==> config.mk <==
export PLATFORM = sky130hd
export DESIGN_NAME = pipe_skid_stage_flat
export DESIGN_NICKNAME = d
export VERILOG_FILES = /design/src/rtl/pipe_skid_stage_pkg.sv /design/src/rtl/pipe_skid_stage_if.sv /design/src/rtl/pipe_skid_stage.sv /design/src/flat_wrapper.sv
export SDC_FILE = /design/constraint.sdc
export NUM_CORES = 1
export LEC_CHECK = 0
export BUFFER_PORTS_ARGS = -buffer_cell sky130_fd_sc_hd__buf_2
export CORE_ASPECT_RATIO = 1.25
export CORE_MARGIN = 5
export CORE_UTILIZATION = 45
export CTS_CLUSTER_DIAMETER = 80
export DETAILED_ROUTE_END_ITERATION = 10
export PLACE_DENSITY = 0.69
export REMOVE_ABC_BUFFERS = 1
export SYNTH_ARGS = -nofsm -noshare
export SYNTH_HDL_FRONTEND = slang
export SYNTH_SLANG_ARGS = --single-unit
export TNS_END_PERCENT = 50
==> constraint.sdc <==
create_clock -name i_clk -period 4.8 [get_ports i_clk]
set_clock_uncertainty 0.2 [all_clocks]
set_input_delay 0.96 -clock i_clk [delete_from_list [all_inputs] [get_ports i_clk]]
set_output_delay 0.96 -clock i_clk [all_outputs]
set_load 0.02 [all_outputs]
==> src/rtl/pipe_skid_stage_pkg.sv <==
// Shared definitions for the generic pipeline stage register.
// Contents:
//   NOP_INSTR     - canonical bubble instruction (addi x0, x0, 0)
//   skid_state_e  - occupancy state of a stage (doubles as the entry count)
//   *_t structs   - inter-stage payloads; $bits() of each sets DATA_W
//   *_BUBBLE      - per-stage bubbles: instr = NOP, every write-enable low
package pipe_skid_stage_pkg;

    localparam logic [31:0] NOP_INSTR = 32'h0000_0013;

    // Encoded so that the state value is also the number of held entries.
    typedef enum logic [1:0] {
        ST_EMPTY = 2'd0,
        ST_ONE   = 2'd1,
        ST_TWO   = 2'd2
    } skid_state_e;

    typedef struct packed {
        logic [31:0] pc;
        logic [31:0] instr;
    } if_id_t;

    typedef struct packed {
        logic [31:0] pc;
        logic [31:0] instr;
        logic [31:0] rs1_val;
        logic [31:0] rs2_val;
        logic [31:0] imm;
        logic [4:0]  rd;
        logic        reg_we;
        logic        mem_we;
    } id_ex_t;

    typedef struct packed {
        logic [31:0] instr;
        logic [31:0] alu_res;
        logic [31:0] store_data;
        logic [4:0]  rd;
        logic        reg_we;
        logic        mem_we;
    } ex_mem_t;

    typedef struct packed {
        logic [31:0] instr;
        logic [31:0] wb_data;
        logic [4:0]  rd;
        logic        reg_we;
    } mem_wb_t;

    localparam if_id_t IF_ID_BUBBLE = '{pc: 32'h0, instr: NOP_INSTR};

    localparam id_ex_t ID_EX_BUBBLE = '{pc: 32'h0, instr: NOP_INSTR,
                                        rs1_val: 32'h0, rs2_val: 32'h0,
                                        imm: 32'h0, rd: 5'd0,
                                        reg_we: 1'b0, mem_we: 1'b0};

    localparam ex_mem_t EX_MEM_BUBBLE = '{instr: NOP_INSTR, alu_res: 32'h0,
                                          store_data: 32'h0, rd: 5'd0,
                                          reg_we: 1'b0, mem_we: 1'b0};

    localparam mem_wb_t MEM_WB_BUBBLE = '{instr: NOP_INSTR, wb_data: 32'h0,
                                          rd: 5'd0, reg_we: 1'b0};

    // Number of held entries represented by a state.
    function automatic logic [1:0] count_of(input skid_state_e st);
        return 2'(st);
    endfunction

endpackage

==> src/rtl/pipe_skid_stage_if.sv <==
// Handshake bundle between an upstream producer, the stage, and a
// downstream consumer.
//   i_in_valid / o_in_ready / i_in_data    : upstream side
//   o_out_valid / i_out_ready / o_out_data : downstream side
//   o_count                                : entries currently held
// modport slave is the stage itself; modport master is whatever drives it.
interface pipe_skid_stage_if #(
    parameter int DATA_W = 32
) ();

    logic              i_in_valid;
    logic              o_in_ready;
    logic [DATA_W-1:0] i_in_data;
    logic              o_out_valid;
    logic              i_out_ready;
    logic [DATA_W-1:0] o_out_data;
    logic [1:0]        o_count;

    modport master (
        output i_in_valid, i_in_data, i_out_ready,
        input  o_in_ready, o_out_valid, o_out_data, o_count
    );

    modport slave (
        input  i_in_valid, i_in_data, i_out_ready,
        output o_in_ready, o_out_valid, o_out_data, o_count
    );

endinterface

==> src/rtl/pipe_skid_stage.sv <==
// Generic pipeline stage register with valid/ready handshake.
// Ports:
//   i_clk   - clock, rising edge
//   i_reset - synchronous reset, active high (highest priority)
//   i_flush - synchronous kill of every held entry
//   bus     - pipe_skid_stage_if.slave handshake bundle
// SKID_EN=1: two entries (head + skid), o_in_ready comes straight from a
//            flop, so i_out_ready never reaches o_in_ready combinationally.
// SKID_EN=0: single head register, o_in_ready = !o_out_valid | i_out_ready.
// While empty the head register holds BUBBLE_VAL, so downstream always
// decodes a NOP.
module pipe_skid_stage
    import pipe_skid_stage_pkg::*;
#(
    parameter int                DATA_W     = 32,
    parameter logic [DATA_W-1:0] BUBBLE_VAL = DATA_W'(NOP_INSTR),
    parameter bit                SKID_EN    = 1'b1
) (
    input  logic              i_clk,
    input  logic              i_reset,
    input  logic              i_flush,
    pipe_skid_stage_if.slave  bus
);

    skid_state_e       state_r, state_s;
    logic [DATA_W-1:0] head_r, head_s;
    logic [DATA_W-1:0] skid_r, skid_s;
    logic              in_ready_r;
    logic              out_valid_r;
    logic              in_ready_s;
    logic              in_fire_s;
    logic              out_fire_s;

    // Upstream ready: flop in skid mode, pass-through of downstream otherwise.
    always_comb begin
        in_ready_s = 1'b0;
        if (SKID_EN == 1'b1) begin
            in_ready_s = in_ready_r;
        end else begin
            in_ready_s = ~out_valid_r | bus.i_out_ready;
        end
    end

    assign in_fire_s  = bus.i_in_valid & in_ready_s;
    assign out_fire_s = out_valid_r & bus.i_out_ready;

    // Next occupancy state and entry contents.
    always_comb begin
        state_s = state_r;
        head_s  = head_r;
        skid_s  = skid_r;
        if (i_flush) begin
            // Same-cycle in_fire is dropped; a same-cycle out_fire was
            // already taken by downstream, so nothing else to do.
            state_s = ST_EMPTY;
            head_s  = BUBBLE_VAL;
            skid_s  = BUBBLE_VAL;
        end else begin
            case (state_r)
                ST_EMPTY: begin
                    if (in_fire_s) begin
                        state_s = ST_ONE;
                        head_s  = bus.i_in_data;
                    end else begin
                        state_s = ST_EMPTY;
                    end
                end
                ST_ONE: begin
                    if (in_fire_s && out_fire_s) begin
                        head_s = bus.i_in_data;
                    end else if (in_fire_s && (SKID_EN == 1'b1)) begin
                        state_s = ST_TWO;
                        skid_s  = bus.i_in_data;
                    end else if (out_fire_s) begin
                        state_s = ST_EMPTY;
                        head_s  = BUBBLE_VAL;
                    end else begin
                        state_s = ST_ONE;
                    end
                end
                ST_TWO: begin
                    // in_ready is low here, so only the head can move.
                    if (out_fire_s) begin
                        state_s = ST_ONE;
                        head_s  = skid_r;
                        skid_s  = BUBBLE_VAL;
                    end else begin
                        state_s = ST_TWO;
                    end
                end
                default: begin
                    state_s = ST_EMPTY;
                    head_s  = BUBBLE_VAL;
                    skid_s  = BUBBLE_VAL;
                end
            endcase
        end
    end

    // State, entry and flag registers; reset overrides everything.
    always_ff @(posedge i_clk) begin
        if (i_reset) begin
            state_r     <= ST_EMPTY;
            head_r      <= BUBBLE_VAL;
            skid_r      <= BUBBLE_VAL;
            in_ready_r  <= 1'b1;
            out_valid_r <= 1'b0;
        end else begin
            state_r     <= state_s;
            head_r      <= head_s;
            skid_r      <= skid_s;
            in_ready_r  <= (state_s != ST_TWO);
            out_valid_r <= (state_s != ST_EMPTY);
        end
    end

    assign bus.o_in_ready  = in_ready_s;
    assign bus.o_out_valid = out_valid_r;
    assign bus.o_out_data  = head_r;
    assign bus.o_count     = count_of(state_r);

endmodule

==> src/flat_wrapper.sv <==
// flat-port wrapper written by rule: the top's interface ports become plain ports
module pipe_skid_stage_flat import pipe_skid_stage_pkg::*;
#(
    parameter int                DATA_W     = 32,
    parameter logic [DATA_W-1:0] BUBBLE_VAL = DATA_W'(NOP_INSTR),
    parameter bit                SKID_EN    = 1'b1
)
  (i_clk, i_reset, i_flush, bus_i_in_valid, bus_i_in_data, bus_i_out_ready, bus_o_in_ready, bus_o_out_valid, bus_o_out_data, bus_o_count);
  pipe_skid_stage_if #(.DATA_W(DATA_W)) bus_i ();
  input  logic i_clk;
  input  logic i_reset;
  input  logic i_flush;
  input wire logic [$bits(bus_i.i_in_valid)-1:0] bus_i_in_valid;
  input wire logic [$bits(bus_i.i_in_data)-1:0] bus_i_in_data;
  input wire logic [$bits(bus_i.i_out_ready)-1:0] bus_i_out_ready;
  output wire logic [$bits(bus_i.o_in_ready)-1:0] bus_o_in_ready;
  output wire logic [$bits(bus_i.o_out_valid)-1:0] bus_o_out_valid;
  output wire logic [$bits(bus_i.o_out_data)-1:0] bus_o_out_data;
  output wire logic [$bits(bus_i.o_count)-1:0] bus_o_count;
  assign bus_i.i_in_valid = bus_i_in_valid;
  assign bus_i.i_in_data = bus_i_in_data;
  assign bus_i.i_out_ready = bus_i_out_ready;
  assign bus_o_in_ready = bus_i.o_in_ready;
  assign bus_o_out_valid = bus_i.o_out_valid;
  assign bus_o_out_data = bus_i.o_out_data;
  assign bus_o_count = bus_i.o_count;
  pipe_skid_stage #(.DATA_W(DATA_W), .BUBBLE_VAL(BUBBLE_VAL), .SKID_EN(SKID_EN)) u_core (.i_clk(i_clk), .i_reset(i_reset), .i_flush(i_flush), .bus(bus_i));
endmodule
After elaboration in Yosys (flattened, before gate mapping)
Index checks and enable logic that the tools add are counted.
- bits of input ports: 37
- register bits: 68
- bitwise gates (word level): 3
- equality and inequality tests: 9
- reductions and logical operators: 6
- multiplexer cells: 15
- operators with widths (cell ; number):
    32-bit 2-to-1 mux ; 6
    32-bit case mux with 3 select lines ; 2
    2-bit 2-to-1 mux ; 4
    4-bit AND reduction ; 2
    2-bit by 1-bit != test with 1-bit output (second input constant) ; 3
    2-bit case mux with 3 select lines ; 1
    2-bit != test (second input constant) ; 2
    3-bit by 1-bit != test with 1-bit output (second input constant) ; 1
    3-bit != test (second input constant) ; 1
    1-bit AND ; 2
    2-bit by 1-bit == test with 1-bit output (second input constant) ; 1
    2-bit == test (second input constant) ; 1
    2-bit zero test ; 1
    1-bit 2-to-1 mux ; 2
    2-bit nonzero test ; 1
    2-bit OR reduction ; 1
    1-bit logical AND ; 1
    1-bit NOT ; 1

Depth between registers and ports, before layout
- depth after elaboration: 7
- gate-level depth with buffers: 7
- depth with buffers taken out: 4

Least setup slack after synthesis
No wires, ideal clock.
- path type: input-to-reg
- start point: input bus_i_in_valid
- end point: register u_core.head_r[10], in the netlist u_core.bus.o_out_data[10]
- path slack: 2.477 ns
- library setup time: 0.132 ns
- arrival time: 1.991 ns
- stages on the path: 7
- path through: and3b_1 -> buf_2 -> o32a_1 -> buf_2 -> buf_2 -> nor2_1 -> nor3_1
- word-level cells in the longest chain between the ends: 4
- elaborated cells on any way between the ends: 8
- RTL lines (item ; RTL line ; text):
    start: declaration ; flat_wrapper.sv:13 ; input wire logic [$bits(bus_i.i_in_valid)-1:0] bus_i_in_valid;
    1-bit AND * ; pipe_skid_stage.sv:44 ; assign in_fire_s = bus.i_in_valid & in_ready_s;
    1-bit logical AND ; pipe_skid_stage.sv:69 ; if (in_fire_s && out_fire_s) begin
    3-bit != test (no line), or another cell as far along ; n/a ;
    4-bit AND reduction (no line) / 32-bit case mux with 3 select lines (equally long branches) ; n/a ;
    end signal: assignment ; pipe_skid_stage.sv:110 ; head_r <= head_s;
    end: declaration ; pipe_skid_stage.sv:26 ; logic [DATA_W-1:0] head_r, head_s;
Mark *: on every way between the ends. The rest lies on a longest branch, timed or not.
A chain may end at the register's enable or synchronous reset.

Worst setup path after layout
- start point: register u_core.state_r[1], in the netlist u_core.bus.o_count[1]
- end point: register u_core.head_r[21], in the netlist u_core.bus.o_out_data[21]
- word-level cells in the longest chain between the ends: 3
- elaborated cells on any way between the ends: 9
- RTL lines (item ; RTL line ; text):
    start: declaration ; pipe_skid_stage.sv:25 ; skid_state_e state_r, state_s;
    start signal: assignment ; pipe_skid_stage.sv:109 ; state_r <= state_s;
    2-bit by 1-bit == test with 1-bit output, or another cell as far along ; pipe_skid_stage.sv:59 ; case (state_r)
    3-bit != test (no line), or another cell as far along ; n/a ;
    4-bit AND reduction (no line) ; n/a ;
Several ways; a longest one is shown, not always the timed one.

==> metrics.yaml <==
criticalPathCategory: "reg2reg"
htree_levels: 3
syn_to_final_growth_pct: 18.0
ios: 73
p_clk_share_pct: 38.8
setup_tns_ps: 0
switchingPower_uw: 322
clockBufferDepth: 2
ys_seq_elements: 68
cts_tree: "yes"
ff2ff_path_depth: 5
slew_headroom_pct: 13.1
synthesis.area_um2: 3040
fin_crit_sh_pct: 61.8
routed_wl_um: 7600
cts_repair_resize_count: 0
r2r-end: "u_core.bus.o_out_data[21]"
worst_hold_path_type: "reg2reg"
multi_input_area_um2: 1510
synth_area_per_cell_um2: 8.54
postCtsHoldBufs: 0
max_freq_mhz: 337
p_int_uw: 908
gp_congestion: 0.730
vias: 2682
dr.pass1.iters: 4
cp.arrival_ps: 3010
rows: 33
p_leak_nw: 1.37
whs_ps: 255
fin_crit_ps: 2970
nets: 447
hold_viol: 0
rrSetupSlack_ps: 1830
grt_max_degree: 43
coreArea_um2: 6570
hold_path.startpoint: "u_core.skid_r[21]"
power.total_mw: 1.23
clkTransAtPathRegs_ps: 70
post_drt_wl_per_cell_um: 15.1
r2r_start: "u_core.bus.o_count[1]"
async_flop_share_pct: 0
pwr-share-seq_pct: 47.9
viasPerCell: 5.34
port_buffers: 72
cts_buffers: 9
grt_usage_pct: 18.5
drv_cap: 0
post_cts_buffers: 0
start_util_pct: 46.3
yosysSeqAreaShare_pct: 44.8
status: "complete, no violations"
synth_ff_type: "dfxtp_1"
drive_gt1_share_pct: 24.6
cp_max_fo: 42
first_iter_violations: 121
final_cells: 502
critical_path.slowest_cell: "nor2_2"
regArea_um2: 1360
slowest_delay_ps: 1060
stdcell_area_um2: 3590
rsz0062_at_grt: "false"
yosysWarnings: 0
grt_pass1_vias: 2646
die_height_um: 102
grt_overflow_total: 0
start_kind: "flop"
ir_drop_uv: 165
die_area_um2: 8510
postRouteAntennaNets: 0
tightestPinTransition_ps: 1300
nFillCells: 621
setup_viol: 0
clkLatencyLatePin_ps: 340
antenna_found_initial: 0
hold_end: "u_core.skid_r[21]"
worstPathRequired_ps: 4840
min_path_cells: 2
pwr-share-comb_pct: 13.2
synth-edff-count: 0
die-width_um: 83.5
power.density_nw_per_um2: 343
dpl_cell_area_um2: 3380
cts_root_buffer: "clkbuf_8"
drc: 0
dp.cells: 486
cts_sinks: 68
crit_chain: "buf_4 > and3b_1 > nor2_2 > a221oi_1 > nor3_1"
p_sw_share_pct: 26.2
diodes: 0
synthCells: 356
grt_first_pass_wirelength_um: 12700
dp_hpwl_um: 4660
synth_cell_type_count: 27
end_kind: "flop"
maxSlewViolCount: 0
==> cells in the mapped netlist (2+ instances only) <==
cell type	n	area share [%]
a21oi_1	2	0.33
a221oi_1	29	8.4
buf_2	10	1.6
buf_4	5	1.2
buf_6	2	0.74
clkbuf_1	17	2.1
dfxtp_1	68	45
mux2_2	3	1.1
mux2i_1	32	11
nand2_1	66	8.2
nand2b_1	33	6.8
nand3_1	3	0.49
nor2_1	41	5.1
nor3_1	29	4.8
o221ai_1	3	0.86
or2_2	2	0.41
==> through the flow <==
| stage | utilization [%] | worst slack, ps |
|---|---|---|
| global route | 54.6 | 1630 |
| floorplan | - | 1390 |
| global placement | 51.5 | 1590 |
| detailed placement | 51.5 | 1490 |
| CTS | 54.6 | 1760 |
| finish | 54.6 | 1830 |
==> logic make-up (layout without fill, tap and decap cells) <==
family                 count (synthesis)  after routing  share of synthesized area [%]
AOI/OAI and AO/OA                     38             38                           10.6
buffers and inverters                 35             94                           5.85
DFF                                   68             68                           44.8
muxes                                 35             35                           11.7
and+or+nand+nor                      180            180                           27.1
==> flip-flops by register name, summed over array words and instances, names as in the netlist <==
| signal | count |
|---|---|
| u_core.bus.o_in_ready | 1 |
| u_core.bus.o_out_data | 32 |
| u_core.skid_r | 32 |
| u_core.bus.o_out_valid | 1 |
| u_core.bus.o_count | 2 |
==> routing by layer <==
layer / vias to the layer above / global-route usage [%] / share of wire (%)
met1: 1266 / 21.6 / 44
met5: - / 0 / 0
met2: 79 / 32.8 / 49
li1: 1329 / - / -
met4: 0 / 6.81 / 1.0
met3: 8 / 4.84 / 6.0
==> worst max-delay path by stage <==
stage                                startpoint                         to  slack [ps]
final                     u_core.bus.o_count[1]  u_core.bus.o_out_data[21]        1830
after global routing      u_core.bus.o_count[1]   u_core.bus.o_out_data[8]        1630
after CTS                 u_core.bus.o_count[1]  u_core.bus.o_out_data[31]        1760
after detailed placement         bus_i_in_valid  u_core.bus.o_out_data[29]        1490
after global placement           bus_i_in_valid  u_core.bus.o_out_data[23]        1590
after floorplan                         i_flush  u_core.bus.o_out_data[10]        1390
==> power by group through the flow <==
stage | registers, mW | clock network [mW] | logic (mW)
6_report | 0.589 | 0.478 | 0.163
5_1_grt | 0.591 | 0.518 | 0.179
2_1_floorplan | 0.620 | 0 | 0.0829
3_3_place_gp | 0.602 | 0 | 0.162
4_1_cts | 0.589 | 0.489 | 0.164
3_5_place_dp | 0.602 | 0 | 0.164
==> cells in the final DEF (no fill, tap or decap) <==
cell | synthesis | final
a221oi_1 | 29 | 29
mux2i_1 | 32 | 32
and2_1 | 1 | 1
mux2_2 | 3 | 3
a21oi_1 | 2 | 2
nor2_1 | 41 | 37
buf_2 | 10 | 72
clkbuf_1 | 17 | 1
buf_4 | 5 | 5
and3b_1 | 1 | 1
o32a_1 | 1 | 1
nand3_1 | 3 | 3
clkinv_2 | 0 | 2
dfxtp_1 | 68 | 68
bufinv_16 | 0 | 1
a31oi_1 | 1 | 1
nand2_1 | 66 | 66
clkinvlp_4 | 0 | 1
o21a_1 | 1 | 1
nor3_1 | 29 | 29
nand4b_1 | 1 | 1
and3_1 | 1 | 1
inv_1 | 1 | 1
o22a_2 | 0 | 1
nor2b_1 | 1 | 1
or2_2 | 2 | 2
or3_1 | 1 | 1
nand2b_1 | 33 | 33
nor2_2 | 0 | 4
o221ai_1 | 3 | 3
clkbuf_8 | 0 | 11
==> final cells by class <==
cell class	instances	area share, %
Clock buffer	12	4.33
Clock inverter	4	1.33
Inverter	1	0.105
Multi-Input combinational cell	253	42.1
Sequential cell	68	38.0
Tap cell	87	3.04
Timing Repair Buffer	77	11.1
==> worst max-delay path: cells and delay by family (launching register included) <==
family,cells,cell delay (ps)
AND/OR/NAND/NOR,3,1780
buffers and inverters,1,380
flip-flops,1,310
AO/OA/AOI/OAI,1,190
No activity file was read; power rests on OpenSTA's default activity.
